<file path="src/rtl/lsu_pkg.sv">
// Shared types and constants for the load/store unit.
// Provides the access-size encoding, the controller FSM states,
// the doubleword geometry and a misalignment helper.
package lsu_pkg;

   localparam int unsigned DWORD_BYTES = 8;
   localparam int unsigned DWORD_W     = 64;
   localparam int unsigned DW_SHIFT    = $clog2(DWORD_BYTES);

   typedef enum logic [1:0] {
      SZ_B = 2'b00,
      SZ_H = 2'b01,
      SZ_W = 2'b10,
      SZ_D = 2'b11
   } size_e;

   typedef enum logic [2:0] {
      IDLE = 3'd0,
      RD   = 3'd1,
      RCAP = 3'd2,
      WR   = 3'd3,
      RESP = 3'd4
   } state_e;

   // True when the byte offset within the doubleword is not a multiple of the size.
   function automatic logic misaligned(input size_e sz, input logic [2:0] offs);
      logic bad;
      case (sz)
         SZ_H:    bad = offs[0];
         SZ_W:    bad = |offs[1:0];
         SZ_D:    bad = |offs;
         default: bad = 1'b0;
      endcase
      return bad;
   endfunction

endpackage

</file>
<file path="src/rtl/lsu_align.sv">
// Lane handling between a memory doubleword and a right-aligned scalar.
// Ports:
//   word   - doubleword read from memory
//   wdata  - right-aligned store data
//   offs   - byte offset of the access inside the doubleword
//   size   - access size
//   uns    - zero-extend (1) or sign-extend (0) loads
//   load_c  - extracted and extended load value
//   merge_c - word with the store lane replaced by wdata
module lsu_align
   import lsu_pkg::*;
(
   input  logic [DWORD_W-1:0] word,
   input  logic [DWORD_W-1:0] wdata,
   input  logic [2:0]         offs,
   input  size_e              size,
   input  logic               uns,
   output logic [DWORD_W-1:0] load_c,
   output logic [DWORD_W-1:0] merge_c
);

   logic [5:0]         shamt;
   logic [DWORD_W-1:0] lane;
   logic [DWORD_W-1:0] mask;
   logic [DWORD_W-1:0] mask_s;

   assign shamt = {offs, 3'b000};
   assign lane  = word >> shamt;

   // Extract the selected lane and extend it to a full doubleword.
   always_comb begin
      load_c = lane;
      case (size)
         SZ_B: load_c = uns ? {56'd0, lane[7:0]}  : {{56{lane[7]}},  lane[7:0]};
         SZ_H: load_c = uns ? {48'd0, lane[15:0]} : {{48{lane[15]}}, lane[15:0]};
         SZ_W: load_c = uns ? {32'd0, lane[31:0]} : {{32{lane[31]}}, lane[31:0]};
         default: load_c = lane;
      endcase
   end

   // Replace only the addressed lane of the sampled word.
   always_comb begin
      mask = '1;
      case (size)
         SZ_B:    mask = 64'h0000_0000_0000_00FF;
         SZ_H:    mask = 64'h0000_0000_0000_FFFF;
         SZ_W:    mask = 64'h0000_0000_FFFF_FFFF;
         default: mask = '1;
      endcase
   end

   assign mask_s  = mask << shamt;
   assign merge_c = (word & ~mask_s) | ((wdata << shamt) & mask_s);

endmodule

</file>
<file path="src/rtl/lsu_ctrl.sv">
// Load/store controller in front of a 64-bit synchronous data memory.
// Sub-doubleword stores are done as read-modify-write; misaligned
// accesses are answered with resp_err and never reach memory.
// Ports:
//   req_*  - request handshake (addr, store data, size, signedness)
//   resp_* - response handshake (load data, misalignment flag)
//   mem_*  - doubleword-indexed memory port; read data returns one cycle after mem_r
module lsu_ctrl
   import lsu_pkg::*;
#(
   parameter int unsigned ADDR_W = 64,
   parameter int unsigned DATA_W = 64
) (
   input  logic              clk,
   input  logic              rst_n,
   input  logic              req_valid,
   output logic              req_ready,
   input  logic              req_we,
   input  logic [ADDR_W-1:0] req_addr,
   input  logic [DATA_W-1:0] req_wdata,
   input  logic [1:0]        req_size,
   input  logic              req_unsigned,
   output logic              resp_valid,
   input  logic              resp_ready,
   output logic [DATA_W-1:0] resp_rdata,
   output logic              resp_err,
   output logic [ADDR_W-1:0] mem_adr,
   output logic [DATA_W-1:0] mem_datain,
   output logic              mem_w,
   output logic              mem_r,
   input  logic [DATA_W-1:0] mem_dataout
);

   state_e            state_q, state_d;
   logic [ADDR_W-1:0] addr_q, addr_d;
   logic [DATA_W-1:0] wdata_q, wdata_d;
   size_e             size_q, size_d;
   logic              we_q, we_d;
   logic              uns_q, uns_d;

   logic              req_ready_d, resp_valid_d, resp_err_d, mem_w_d, mem_r_d;
   logic [DATA_W-1:0] resp_rdata_d, mem_datain_d;
   logic [ADDR_W-1:0] mem_adr_d;

   logic [DATA_W-1:0] load_c, merge_c;

   lsu_align u_align (
      .word    (mem_dataout),
      .wdata   (wdata_q),
      .offs    (addr_q[2:0]),
      .size    (size_q),
      .uns     (uns_q),
      .load_c  (load_c),
      .merge_c (merge_c)
   );

   // State, latched request and registered outputs.
   always_ff @(posedge clk or negedge rst_n) begin
      if (!rst_n) begin
         state_q    <= IDLE;
         addr_q     <= '0;
         wdata_q    <= '0;
         size_q     <= SZ_B;
         we_q       <= 1'b0;
         uns_q      <= 1'b0;
         req_ready  <= 1'b0;
         resp_valid <= 1'b0;
         resp_rdata <= '0;
         resp_err   <= 1'b0;
         mem_adr    <= '0;
         mem_datain <= '0;
         mem_w      <= 1'b0;
         mem_r      <= 1'b0;
      end else begin
         state_q    <= state_d;
         addr_q     <= addr_d;
         wdata_q    <= wdata_d;
         size_q     <= size_d;
         we_q       <= we_d;
         uns_q      <= uns_d;
         req_ready  <= req_ready_d;
         resp_valid <= resp_valid_d;
         resp_rdata <= resp_rdata_d;
         resp_err   <= resp_err_d;
         mem_adr    <= mem_adr_d;
         mem_datain <= mem_datain_d;
         mem_w      <= mem_w_d;
         mem_r      <= mem_r_d;
      end
   end

   // Next state; outputs are computed for the next state so they line up with it.
   always_comb begin
      state_d      = state_q;
      addr_d       = addr_q;
      wdata_d      = wdata_q;
      size_d       = size_q;
      we_d         = we_q;
      uns_d        = uns_q;
      resp_rdata_d = resp_rdata;
      resp_err_d   = resp_err;
      mem_datain_d = mem_datain;

      case (state_q)
         IDLE: begin
            if (req_valid && req_ready) begin
               addr_d       = req_addr;
               wdata_d      = req_wdata;
               size_d       = size_e'(req_size);
               we_d         = req_we;
               uns_d        = req_unsigned;
               resp_rdata_d = '0;
               resp_err_d   = 1'b0;
               if (misaligned(size_e'(req_size), req_addr[2:0])) begin
                  resp_err_d = 1'b1;
                  state_d    = RESP;
               end else if (req_we && (size_e'(req_size) == SZ_D)) begin
                  mem_datain_d = req_wdata;
                  state_d      = WR;
               end else begin
                  state_d = RD;
               end
            end
         end
         RD:   state_d = RCAP;
         RCAP: begin
            if (we_q) begin
               mem_datain_d = merge_c;
               state_d      = WR;
            end else begin
               resp_rdata_d = load_c;
               state_d      = RESP;
            end
         end
         WR:   state_d = RESP;
         RESP: if (resp_ready) state_d = IDLE;
         default: state_d = IDLE;
      endcase

      req_ready_d  = (state_d == IDLE);
      resp_valid_d = (state_d == RESP);
      mem_r_d      = (state_d == RD);
      mem_w_d      = (state_d == WR);
      mem_adr_d    = (mem_r_d || mem_w_d) ? (addr_d >> DW_SHIFT) : '0;
   end

endmodule

</file>
<file path="config.mk">
export PLATFORM = sky130hd
export DESIGN_NAME = lsu_ctrl
export DESIGN_NICKNAME = d
export VERILOG_FILES = /design/src/rtl/lsu_pkg.sv /design/src/rtl/lsu_align.sv /design/src/rtl/lsu_ctrl.sv
export SDC_FILE = /design/constraint.sdc
export NUM_CORES = 1
export LEC_CHECK = 0
export ABC_AREA = 1
export BUFFER_PORTS_ARGS = -buffer_cell sky130_fd_sc_hd__buf_2
export CAP_MARGIN = 20
export CORE_ASPECT_RATIO = 1.5
export CORE_MARGIN = 4
export CORE_UTILIZATION = 55
export CTS_CLUSTER_DIAMETER = 40
export DETAILED_ROUTE_END_ITERATION = 10
export PLACE_DENSITY = 0.87
export REMOVE_ABC_BUFFERS = 1
export SLEW_MARGIN = 25
export SYNTH_ARGS = -nofsm -noshare
export SYNTH_HDL_FRONTEND = slang
export SYNTH_HIERARCHICAL = 1
export SYNTH_SLANG_ARGS = --single-unit
</file>
<file path="constraint.sdc">
create_clock -name clk -period 2 [get_ports clk]
set_input_delay 0.1 -clock clk [delete_from_list [all_inputs] [get_ports clk]]
set_output_delay 0.1 -clock clk [all_outputs]
set_load 0.005 [all_outputs]
</file>
==> run summary <==
DRT
------------------------------------------------------------------------------------
DRC violations left                                                                0
Antenna Nets Post-Route                                                            0
Detailed-router iteration count before antenna repair                              6
Mean routed wirelength per cell                                              20.0 µm
DR vias/cell                                                                    5.75
Total Routed Length                                                          71.6 mm
Initial detailed-routing violation count                                        2120
DR vias                                                                        20600

FLOORPLAN
------------------------------------------------------------------------------------
Die Ht                                                                        230 µm
Area of the core                                                           32500 µm²
Die X                                                                         156 µm
I/O Pins                                                                         397
Die ar.                                                                    35900 µm²
Starting Density                                                               0.556
Row Count                                                                         81

CLOCK NETWORK
------------------------------------------------------------------------------------
CTS tree                                                                        done
CTS sink count                                                                   329
Clk buf depth                                                                      3
Number of buffers created by CTS                                                  41
Root Buffer Master                                                      sky130_fd_sc_hd__clkbuf_16
Clk pin slew, worst setup/hold paths                                           60 ps
Total number of H-tree levels                                                      2
Clk Latency, worst-skew pair                                                  540 ps

SYNTH
------------------------------------------------------------------------------------
Share of the yosys chip area belonging to registers                            0.455
Summed instance area of the synthesized netlist                            18100 µm²
Proportion of synthesized flip-flops having asynchronous set or reset           1.00
Synthesized-area fraction occupied by adder cells                                  0
Compound-Gate Fraction of Synth Area                                          0.0772
Main combinational cell family by area after synthesis                  simple AND/OR/NAND/NOR gates
Mean cell area of the mapped netlist                                        6.98 µm²
Parity-gate share of the synthesized area counting xor and xnor cells              0
Number of cells produced by synthesis                                           2593
Portion of netlist area occupied by mux cells                                      0
Number of warnings issued by yosys                                                 6
Count of unique library cells instantiated by Yosys                               34
Area share of and/or/nand/nor cells after synthesis                            0.384
Most used DFF post-synth                                                sky130_fd_sc_hd__dfrtp_1
Post-synth EDFFs                                                                   0
FF+latch count, synth                                                            329

PWR
------------------------------------------------------------------------------------
Reported leakage power                                                       14.1 nW
Switching fraction of total power                                              0.476
Internal cell power                                                          21.9 mW
IR drop worst, VDD                                                           1040 µV
Power share of the combinational group                                         0.561
Sequential share of power                                                      0.265
Switching power total                                                        20.0 mW
Pwr Density                                                              1720 nW/µm²
Clock share of power                                                           0.174
Final total power                                                            41.9 mW

SETUP PATH
------------------------------------------------------------------------------------
Category of the most critical setup path                                register to register
Crit-path max FO                                                                   8
Startpoint type of the worst setup path                                     register
Path depth of the worst reg2reg path                                              11
Crit path arrival time                                                       2470 ps
Setup crit end kind                                                         register
Required time reported for the critical path endpoint                        2430 ps

LAYOUT
------------------------------------------------------------------------------------
Commonest non-fill, non-tap cells in the layout                         sky130_fd_sc_hd__nand2_1, sky130_fd_sc_hd__buf_2, sky130_fd_sc_hd__dfrtp_1
Most common cell after layout, fill and taps aside                      sky130_fd_sc_hd__nand2_1
Nets                                                                            3327
Layout cells sized above 1                                                     0.221
Fin util                                                                       0.747
Area Overhead vs Synth                                                         34.4%

STA
------------------------------------------------------------------------------------
Tmin final                                                                   2040 ps
Worst Slack Setup Final                                                     -43.8 ps
Pins over their slew limit                                                         0
Share of the clock period used by the worst path after layout                   1.02
Final hold vios                                                                    0
Layout Skew                                                                  23.5 ps
Max Clk Rate                                                               0.489 GHz
RSZ-0062 raised after global routing                                            true
Slew headroom                                                                  0.593
Slew @ Worst Pin                                                              610 ps
Total of endpoints with negative setup slack in the final report                   5

GRT
------------------------------------------------------------------------------------
Global-route usage over all layers                                             0.377
Global-route wire length before repair                                        107 mm
GR Overflow Total                                                                  0
Maximum number of pins on one net before global-route repair                      83
Via count of the first global-routing pass                                     20300
Number of antenna violations at the first check in global routing                 14

HOLD PATH
------------------------------------------------------------------------------------
Hold Crit Class                                                         primary input to register
Worst Hold Depth                                                                   7

PLACED DESIGN
------------------------------------------------------------------------------------
Last weighted congestion value of the routability-driven placer                0.955
Number of I/O port buffers                                                       393
Detail Placement HPWL                                                        45.1 mm

OUTCOME
------------------------------------------------------------------------------------
Run status                                                              finished, violations left
Violated checks                                                         negative setup slack

FLOW RUN
------------------------------------------------------------------------------------
Maximum capacitance violations                                                     0

[critical path, cell delays in order (launching register included)]
cell and delay, ps:
sky130_fd_sc_hd__dfrtp_4 570, sky130_fd_sc_hd__clkbuf_16 200, sky130_fd_sc_hd__o21ai_2 180, sky130_fd_sc_hd__nand2_2 90
sky130_fd_sc_hd__a31oi_4 240, sky130_fd_sc_hd__inv_4 160, sky130_fd_sc_hd__nand2_1 100, sky130_fd_sc_hd__nand2_1 80
sky130_fd_sc_hd__nand3_1 100, sky130_fd_sc_hd__nand2_1 50, sky130_fd_sc_hd__nand3_1 90, sky130_fd_sc_hd__nand2_1 70
[sequential cells by signal, indices dropped and copies added (netlist names)]
signal	cells
size_q	2
resp_err	1
mem_adr	61
mem_datain	64
mem_w	1
addr_q	64
req_ready	1
wdata_q	64
we_q	1
uns_q	1
mem_r	1
resp_rdata	64
resp_valid	1
state_q	3
[timing repair]
| action | CTS | global route |
|---|---|---|
| buffers inserted | 0 | 13 |
| endpoints found under the setup margin | 2 | 87 |
| endpoints found under the hold margin | 593 | 0 |
| resized for setup | 4 | 123 |
| gates cloned | 0 | 9 |
| hold buffers | 141 | 0 |
| pin swaps | 0 | 24 |
[cell usage after synthesis, types with 2 or more instances]
cell | instances | share of area
sky130_fd_sc_hd__o21ai_1 | 59 | 0.016
sky130_fd_sc_hd__buf_1 | 7 | 0.0015
sky130_fd_sc_hd__nand3_2 | 4 | 0.0022
sky130_fd_sc_hd__or2_1 | 14 | 0.0048
sky130_fd_sc_hd__nand4_1 | 32 | 0.011
sky130_fd_sc_hd__inv_1 | 136 | 0.028
sky130_fd_sc_hd__clkbuf_1 | 28 | 0.0058
sky130_fd_sc_hd__dfrtp_1 | 329 | 0.45
sky130_fd_sc_hd__a21oi_4 | 2 | 0.0018
sky130_fd_sc_hd__nor2_4 | 3 | 0.0019
sky130_fd_sc_hd__nand2_2 | 5 | 0.0017
sky130_fd_sc_hd__nand3_1 | 245 | 0.068
sky130_fd_sc_hd__or2_2 | 7 | 0.0024
sky130_fd_sc_hd__a21oi_2 | 13 | 0.0063
sky130_fd_sc_hd__o211ai_1 | 36 | 0.015
sky130_fd_sc_hd__nor2_2 | 6 | 0.0021
sky130_fd_sc_hd__buf_4 | 14 | 0.0058
sky130_fd_sc_hd__buf_2 | 108 | 0.030
sky130_fd_sc_hd__inv_2 | 8 | 0.0017
sky130_fd_sc_hd__buf_6 | 17 | 0.011
sky130_fd_sc_hd__o21ai_0 | 95 | 0.026
sky130_fd_sc_hd__o21ai_2 | 11 | 0.0053
sky130_fd_sc_hd__a21oi_1 | 10 | 0.0028
sky130_fd_sc_hd__nand2_1 | 1377 | 0.29
sky130_fd_sc_hd__nor2_1 | 18 | 0.0037
[per-layer routing]
layer  vias up  part of all wire  GRT usage
met5         -          0.000098          0
met4         2             0.085      0.253
met1      9655              0.34      0.442
met3       392              0.10     0.0763
met2      1337              0.48      0.620
li1       9232                 -          -
[kinds of logic after synthesis]
| group | count (synthesis) |
|---|---|
| compound gates | 231 |
| buf+inv | 319 |
| flops | 329 |
| simple gates | 1713 |
| other cells | 1 |
[power by group through the flow]
stage	Clock, mW	Combinational (mW)	Sequential (mW)
3_5_place_dp	0	20.6	10.9
3_3_place_gp	0	20.2	10.9
4_1_cts	7.32	21.0	10.9
2_1_floorplan	0	11.3	11.2
5_1_grt	7.61	25.4	11.3
6_report	7.28	23.5	11.1
[worst paths after layout]
check	start	end	slack, ps
max	addr_q[0]	mem_datain[39]	-40
min	mem_dataout[3]	mem_datain[3]	40
max reg2reg	addr_q[0]	mem_datain[39]	-40
min reg2reg	resp_rdata[11]	resp_rdata[11]	470
max in group asynchronous	rst_n	addr_q[58]	1100
min in group asynchronous	rst_n	mem_datain[18]	80
[final cells by class]
type / instances / area (µm²)
well taps: 415 / 519
repair buffers: 662 / 4980
clock inverters: 25 / 274
clock buffers: 47 / 1060
fillers: 2364 / 8220
inverters: 145 / 574
multi-input cells: 1947 / 8630
diodes: 13 / 32.5
flip-flops and latches: 329 / 8240
repair inverters: 1 / 6.26
[stage by stage]
stage          worst slack (ps)  instance area, µm²  hold WS, ps  cells  setup TNS (ps)
6_report                  -43.8               24300         44.3   3584            -119
3_3_place_gp               37.7               20800         56.1   3336               0
4_1_cts                    1.73               23600         15.0   3549               0
3_5_place_dp               8.68               20800         59.0   3336               0
5_1_grt                   -88.2               24300         33.5   3582           -1610
2_1_floorplan             -4720               17100         -196   2421         -657980
No activity file was read; power rests on OpenSTA's default activity.
